==> src/rtl/keypad3x3_scan.sv <==
// keypad3x3_scan: 3x3 matrix keypad scanner with row sync, debounce
// and a fixed-length key-code pulse feeding the alarm event input.
module keypad3x3_scan #(
  parameter int CLK_HZ    = 50_000_000,
  parameter int SCAN_DIV  = 50_000,
  parameter int DEB_CNT   = 20,
  parameter int PULSE_CYC = 5_000_000
) (
  input  logic       clk,
  input  logic       rst_n,
  input  logic [2:0] row_n,
  output logic [2:0] col_n,
  output logic [7:0] key_code,
  output logic       key_valid
);

  // pulse length is kept strictly below one second of clock
  localparam int PLEN = (PULSE_CYC < CLK_HZ) ? PULSE_CYC : CLK_HZ - 1;
  localparam int SW   = $clog2(SCAN_DIV);
  localparam int DW   = $clog2(DEB_CNT + 1);
  localparam int PW   = $clog2(PLEN + 1);

  typedef enum logic [1:0] {
    SCAN,
    DEBOUNCE,
    HELD
  } state_e;

  logic [2:0]    meta_q, row_s_q;
  logic [SW-1:0] slot_q, slot_d;
  logic [1:0]    col_q, col_d;
  state_e        state_q, state_d;
  logic [1:0]    cand_q, cand_d;
  logic [DW-1:0] deb_q, deb_d;
  logic [DW-1:0] rel_q, rel_d;
  logic [PW-1:0] pulse_q, pulse_d;
  logic [7:0]    code_q, code_d;
  logic          valid_q, valid_d;

  logic          sample;
  logic          hit;
  logic          confirm;
  logic [1:0]    row_idx;
  logic [1:0]    col_nx;
  logic [7:0]    new_code;

  always_comb begin
    sample   = (slot_q == SW'(SCAN_DIV - 1));
    hit      = ~&row_s_q;
    row_idx  = !row_s_q[0] ? 2'd0 :
               !row_s_q[1] ? 2'd1 : 2'd2;
    col_nx   = (col_q == 2'd2) ? 2'd0 : col_q + 2'd1;
    new_code = 8'(row_idx) * 8'd3 + 8'(col_q) + 8'd1;
  end

  always_comb begin
    state_d = state_q;
    col_d   = col_q;
    cand_d  = cand_q;
    deb_d   = deb_q;
    rel_d   = rel_q;
    confirm = 1'b0;
    slot_d  = sample ? '0 : slot_q + 1'b1;
    if (sample) begin
      unique case (state_q)
        SCAN: begin
          if (hit) begin
            cand_d = row_idx;
            if (DEB_CNT == 1) begin
              confirm = 1'b1;
              deb_d   = '0;
              rel_d   = '0;
              state_d = HELD;
            end else begin
              deb_d   = DW'(1);
              state_d = DEBOUNCE;
            end
          end else begin
            col_d = col_nx;
          end
        end
        DEBOUNCE: begin
          if (hit && row_idx == cand_q) begin
            if (deb_q + 1'b1 == DW'(DEB_CNT)) begin
              confirm = 1'b1;
              deb_d   = '0;
              rel_d   = '0;
              state_d = HELD;
            end else begin
              deb_d = deb_q + 1'b1;
            end
          end else begin
            deb_d   = '0;
            col_d   = col_nx;
            state_d = SCAN;
          end
        end
        HELD: begin
          if (hit) begin
            rel_d = '0;
          end else if (rel_q + 1'b1 == DW'(DEB_CNT)) begin
            rel_d   = '0;
            col_d   = col_nx;
            state_d = SCAN;
          end else begin
            rel_d = rel_q + 1'b1;
          end
        end
        default: state_d = SCAN;
      endcase
    end
  end

  // a new confirmation always restarts the pulse, even mid-pulse
  always_comb begin
    valid_d = confirm;
    code_d  = code_q;
    pulse_d = pulse_q;
    if (confirm) begin
      code_d  = new_code;
      pulse_d = PW'(PLEN);
    end else if (pulse_q != '0) begin
      pulse_d = pulse_q - 1'b1;
      if (pulse_q == PW'(1)) code_d = '0;
    end
  end

  always_ff @(posedge clk or negedge rst_n) begin
    if (!rst_n) begin
      meta_q  <= 3'b111;
      row_s_q <= 3'b111;
      slot_q  <= '0;
      col_q   <= 2'd0;
      state_q <= SCAN;
      cand_q  <= 2'd0;
      deb_q   <= '0;
      rel_q   <= '0;
      pulse_q <= '0;
      code_q  <= 8'd0;
      valid_q <= 1'b0;
    end else begin
      meta_q  <= row_n;
      row_s_q <= meta_q;
      slot_q  <= slot_d;
      col_q   <= col_d;
      state_q <= state_d;
      cand_q  <= cand_d;
      deb_q   <= deb_d;
      rel_q   <= rel_d;
      pulse_q <= pulse_d;
      code_q  <= code_d;
      valid_q <= valid_d;
    end
  end

  assign col_n     = ~(3'b001 << col_q);
  assign key_code  = code_q;
  assign key_valid = valid_q;

endmodule
==> config.mk <==
export PLATFORM = sky130hd
export DESIGN_NAME = keypad3x3_scan
export DESIGN_NICKNAME = d
export VERILOG_FILES = /design/src/rtl/keypad3x3_scan.sv
export SDC_FILE = /design/constraint.sdc
export NUM_CORES = 1
export LEC_CHECK = 0
export ABC_CLOCK_PERIOD_IN_PS = 2650
export CAP_MARGIN = 20
export CORE_ASPECT_RATIO = 2
export CORE_MARGIN = 2
export CORE_UTILIZATION = 25
export DETAILED_ROUTE_END_ITERATION = 8
export PLACE_DENSITY = 0.41
export SYNTH_ARGS = -nofsm -noshare
export SYNTH_HDL_FRONTEND = slang
export SYNTH_SLANG_ARGS = --single-unit
==> constraint.sdc <==
create_clock -name clk -period 2.65 [get_ports clk]
set_input_delay 0.6625 -clock clk [delete_from_list [all_inputs] [get_ports clk]]
set_output_delay 0.6625 -clock clk [all_outputs]
set_load 0.01 [all_outputs]
# Word level (Yosys, flattened, before mapping)
# Index checks and enable logic that the tools add are counted.
# classes
n_reduce_logical,16
n_div,0
shifts,1
n_mul,1
order_cmp,0
eq_ne,16
mux,33
n_addsub,7
bitwise,2
# ops
op,count
23-bit 2-to-1 mux,2
5-bit 2-to-1 mux,7
2-bit 2-to-1 mux,12
8-bit 2-to-1 mux,3
23-bit by 1-bit equality test with 1-bit output (second input constant),1
23-bit nonzero test,1
23-bit by 1-bit subtractor with 23-bit output (second input constant),1
5-bit one-hot mux with 2 select lines,2
16-bit by 1-bit adder with 16-bit output (second input constant),1
16-bit equality test (second input constant),1
16-bit 2-to-1 mux,1
2-bit inequality test (second input constant),7
2-bit one-hot mux with 3 select lines,2
5-bit by 1-bit adder with 5-bit output (second input constant),2
5-bit equality test (second input constant),2
3-bit AND reduction,3
2-bit nonzero test,4
5-bit by 1-bit adder with 6-bit output (second input constant),1
6-bit AND reduction,1
4-bit by 2-bit adder with 5-bit output,1
5-bit AND reduction,1
2-bit equality test (second input constant),2
2-bit by 2-bit multiplier with 4-bit output (second input constant),1
1-bit 2-to-1 mux,4
13 further kinds,13
# word_totals
in_bits,5
register_bits,70
output_inout_bits,12
memories,0
ramBits,0
wordCells,87
latch_bits,0
rom_bits,0

# Longest topological paths before layout
# depth
word_depth,9
ltp_mapped,8
mapped_depth_nobuf,7

# Worst setup path before layout
# OpenSTA, ideal clock, no wires.
# synth_path
path_type,reg-to-reg
start,register pulse_q[9]
end,register pulse_q[16]
period_less_slack_ns,2.216
arrival_time_ns,2.138
slack_ns,0.434
path_stages_with_launch,6
t_required_ns,2.572
n_path_buf,1
cell_sequence,dfrtp_1 -> or4_1 -> buf_2 -> or4_4 -> or4_1 -> a21oi_1
# synth_between
elab_chain_cells,3
word_cells_on_any_way,5
cone_classes,1 x add/sub; 2 x mux; 2 x reduce/logical
# synth_lines
item,line_no,rtl
"start, declared",36,"logic [PW-1:0] pulse_q, pulse_d;"
"start signal, assigned",150,pulse_q <= pulse_d;
23-bit by 1-bit subtractor with 23-bit output,123,pulse_d = pulse_q - 1'b1;
23-bit 2-to-1 mux,122,end else if (pulse_q != '0) begin
23-bit 2-to-1 mux,119,if (confirm) begin
# Several ways; a longest one is shown, not always the timed one. The select of a mux whose other input is x is not followed.
# A chain may end at the register's enable or synchronous reset.

# Worst setup path after layout
# Ends and elaborated chain as after synthesis.

==> summary.md <==
| Metric | Value |
|---|---|
| Met3 WL | approximately 160 um |
| Top FF cell, synth | dfrtp_1 |
| Pwr Density | around 570 nW/um2 |
| FF+latch area | 1660 um2 |
| CP Capture Type | flip-flop |
| Final Cell Area | slightly above 4000 um2 |
| Detail Route Antenna Nets | 0 |
| Dpl cell area | approximately 3800 um2 |
| TritonCTS clock tree | built |
| Worst setup SP type | flip-flop |
| Final WS setup | 318 ps |
| P_leak | 1.90 nW |
| DR WL/cell | 15.4 um |
| Top cells by area, synth | dfrtp_1, dfstp_2, nor2_1, xor2_1, nand2_1 |
| Rows | 60 |
| Unique cell type count in the Yosys netlist | 53 |
| Pre-CTS setup slack | 324 ps |
| Ys Warns | 0 |
| Share of cells above drive strength 1 | 10.5% |
| Yosys reg bits | 66 |
| Most used cell, CP | or4_1 |
| Drt first pass iters | 4 |
| CP Max Fanout | 6 |
| Grt total ovfl | 0 |
| Number of global-route vias before repair | 2821 |
| Post-synth EDFFs | 0 |
| Clk_lat worst skew | between 300 and 400 ps |
| Setup_tns | 0 ps |
| CTS Buf Count | 9 |
| CP cell instances | or4_1, or4_4, or4_1, a21oi_1 |
| Tmin final | 2330 ps |
| Syn avg cell area | 9.51 um2 |
| Drt total wl | 8420 um |
| Register area share after synthesis | about 48% |
| DR vias/cell | approximately 4.9 |
| Clock skew | approximately 8.4 ps |
| Compound-Gate Fraction of Synth Area | 11.9% |
| Initial cell density of the core | 25.6% |
| Port Buffers | 12 |
| Multiplexer share of the synthesized area | 0.911% |
| # IOs | 17 |
| Post-CTS sizing | 0 |
| Setup violators final | 0 |
| Top cells by count, synth | dfrtp_1, nor2_1, nand2_1 |
| Met2 wire len | roughly 4800 um |
| XOR/XNOR Fraction of Synth Area | 7.40% |
| Share of the synthesized area in the top cell type | 43.7% |
| Die W | 86.9 um |
| Post-Route M1 WL | between 3000 and 4000 um |
| Die height | 170 um |
| Core area | 13400 um2 |
| Crit Path Category | flip-flop to flip-flop |
| RSZ-0062 raised after global routing | no |
| Hold_buf cts | 0 |
| Peak Freq | around 430 MHz |
| Clock transition at path regs | approximately 50 ps |
| Status | finished, final reports clean |
| Post-Synth Adder-Cell Area | 3.86% |
| Post-Syn Instances | 361 |
| Slew HR | about three fifths |
| Root Buffer | clkbuf_16 |
| Via count | 2679 |
| Worst vdd ir | 291 uV |
| First-pass GRT wire length | 14000 um |
| WP buf/inv | 0 |
| Final Cycle Share | 88.0% |
| Tightest Hold Check Type | primary input to asynchronous set/reset pin |
| DRC | 0 |
| Largest net degree at the start of global routing | 67 |
| Leading cell type by number of instances after synthesis | dfrtp_1 |
| Total clock sinks | 66 |
| CP top delay family | simple AND/OR/NAND/NOR gates |
| Simple-Gate Fraction of Synth Area | 23.4% |
| H-tree depth | 3 |
| Crit-path slowest cell | or4_1 |
| Number of diodes | 0 |
| Filler cells | 1410 |
| Largest family of logic cells by synthesized area | simple AND/OR/NAND/NOR gates |
| CP max stage delay | ~640 ps |
| Gr usage total | 12.3% |
| Top Layer Used | met4 |
| Area grow syn2layout | 19.9% |
| Slew Limit Fails | 0 |
| Detailed Route Iter0 Violations | 52 |
| RD Place Congestion | 0.824 |
| Die footprint | around 15000 um2 |
| Fin util | 30.6% |
| WP data arrival | 2580 ps |
| Nets | 400 |
| Worst Tran Pin Value | 621 ps |
| Synth area leader | dfrtp_1 |
| Cell Area, Synth | between 3000 and 4000 um2 |
| Dpl hpwl | 6160 um |
| Worst path required time | 2900 ps |
| Initial antenna violation count | 0 |
| Setup Buffers After CTS | 0 |
| Max Cap Viol | 0 |
| Post-synth ARST share | 100% |
| Deepest clock path buffer count | 2 |
| Hold Fails Final Rpt | 0 |
| Multi-input gate area | around 1600 um2 |
## state kept, by name, indices dropped and copies added (netlist names)
| name | cells |
|---|---|
| col_q | 2 |
| slot_q | 16 |
| rel_q | 5 |
| meta_q | 3 |
| cand_q | 2 |
| key_code | 4 |
| state_q | 2 |
| pulse_q | 23 |
| deb_q | 5 |
| row_s_q | 3 |
| key_valid | 1 |
## layout by cell type, fill, tap and decap left out, types with 7 or more instances in the layout
master	netlist	routed
dfrtp_1	60	60
nor2_1	41	41
nand2_1	35	35
inv_1	17	17
o21ai_0	17	17
nand3_1	17	17
xor2_1	17	17
buf_4	4	13
xnor2_1	12	12
a21oi_1	12	12
nor3_1	11	11
clkdlybuf4s50_1	0	11
ha_1	9	9
clkbuf_16	0	9
nand4_1	8	8
nor4_1	7	7
## area by class of cell
class	count	area share, %
repair buffers	26	5.65
clock buffers	11	5.89
inverters	17	1.55
well taps	155	4.71
flip-flops and latches	66	40.3
multi-input cells	265	40.0
clock inverters	5	1.91
## metal layers
| metal | vias to the layer above | GRT usage, % |
|---|---|---|
| li1 | 1320 | - |
| met1 | 1320 | 12.7 |
| met2 | 27 | 22.6 |
| met3 | 12 | 2.82 |
| met4 | 0 | 5.77 |
| met5 | - | 0 |
## through the flow
stage               std cells  power, mW  hold slack (ps)
detailed placement        529       1.09              349
global placement          529       1.09              350
CTS                       545       2.41              357
finish                    545       2.35              328
global route              545       2.45              358
floorplan                 364       1.06              345
## cells by family after synthesis
group,Yosys count
compound gates,63
xor+xnor,29
fa+ha+maj,10
buf+inv,33
flops,66
mux,3
other cells,1
simple gates,156
## worst reg2reg max path: stages, from the launching register on
cell and delay, ps:
dfrtp_1 400, or4_1 640, or4_4 600, or4_1 480
a21oi_1 140
## final timing paths
path | endpoint | from | cells after the start | slack [ps]
setup reg to reg | pulse_q[16] | pulse_q[9] | 4 | 320
max in group asynchronous | meta_q[0] | rst_n | 2 | 1960
min in group clk | row_s_q[2] | meta_q[2] | 0 | 360
hold / removal | deb_q[1] | rst_n | 2 | 330
setup / recovery | pulse_q[16] | pulse_q[9] | 4 | 320
hold reg to reg | row_s_q[2] | meta_q[2] | 0 | 360
## where the power goes
group	internal [mW]	switching, mW	leakage, nW
clock	0.847	0.441	0.159
combinational	0.0137	0.0332	0.856
sequential	1.02	0.00294	0.887
total	1.88	0.477	1.90
Power figures use the tool's default switching activity.
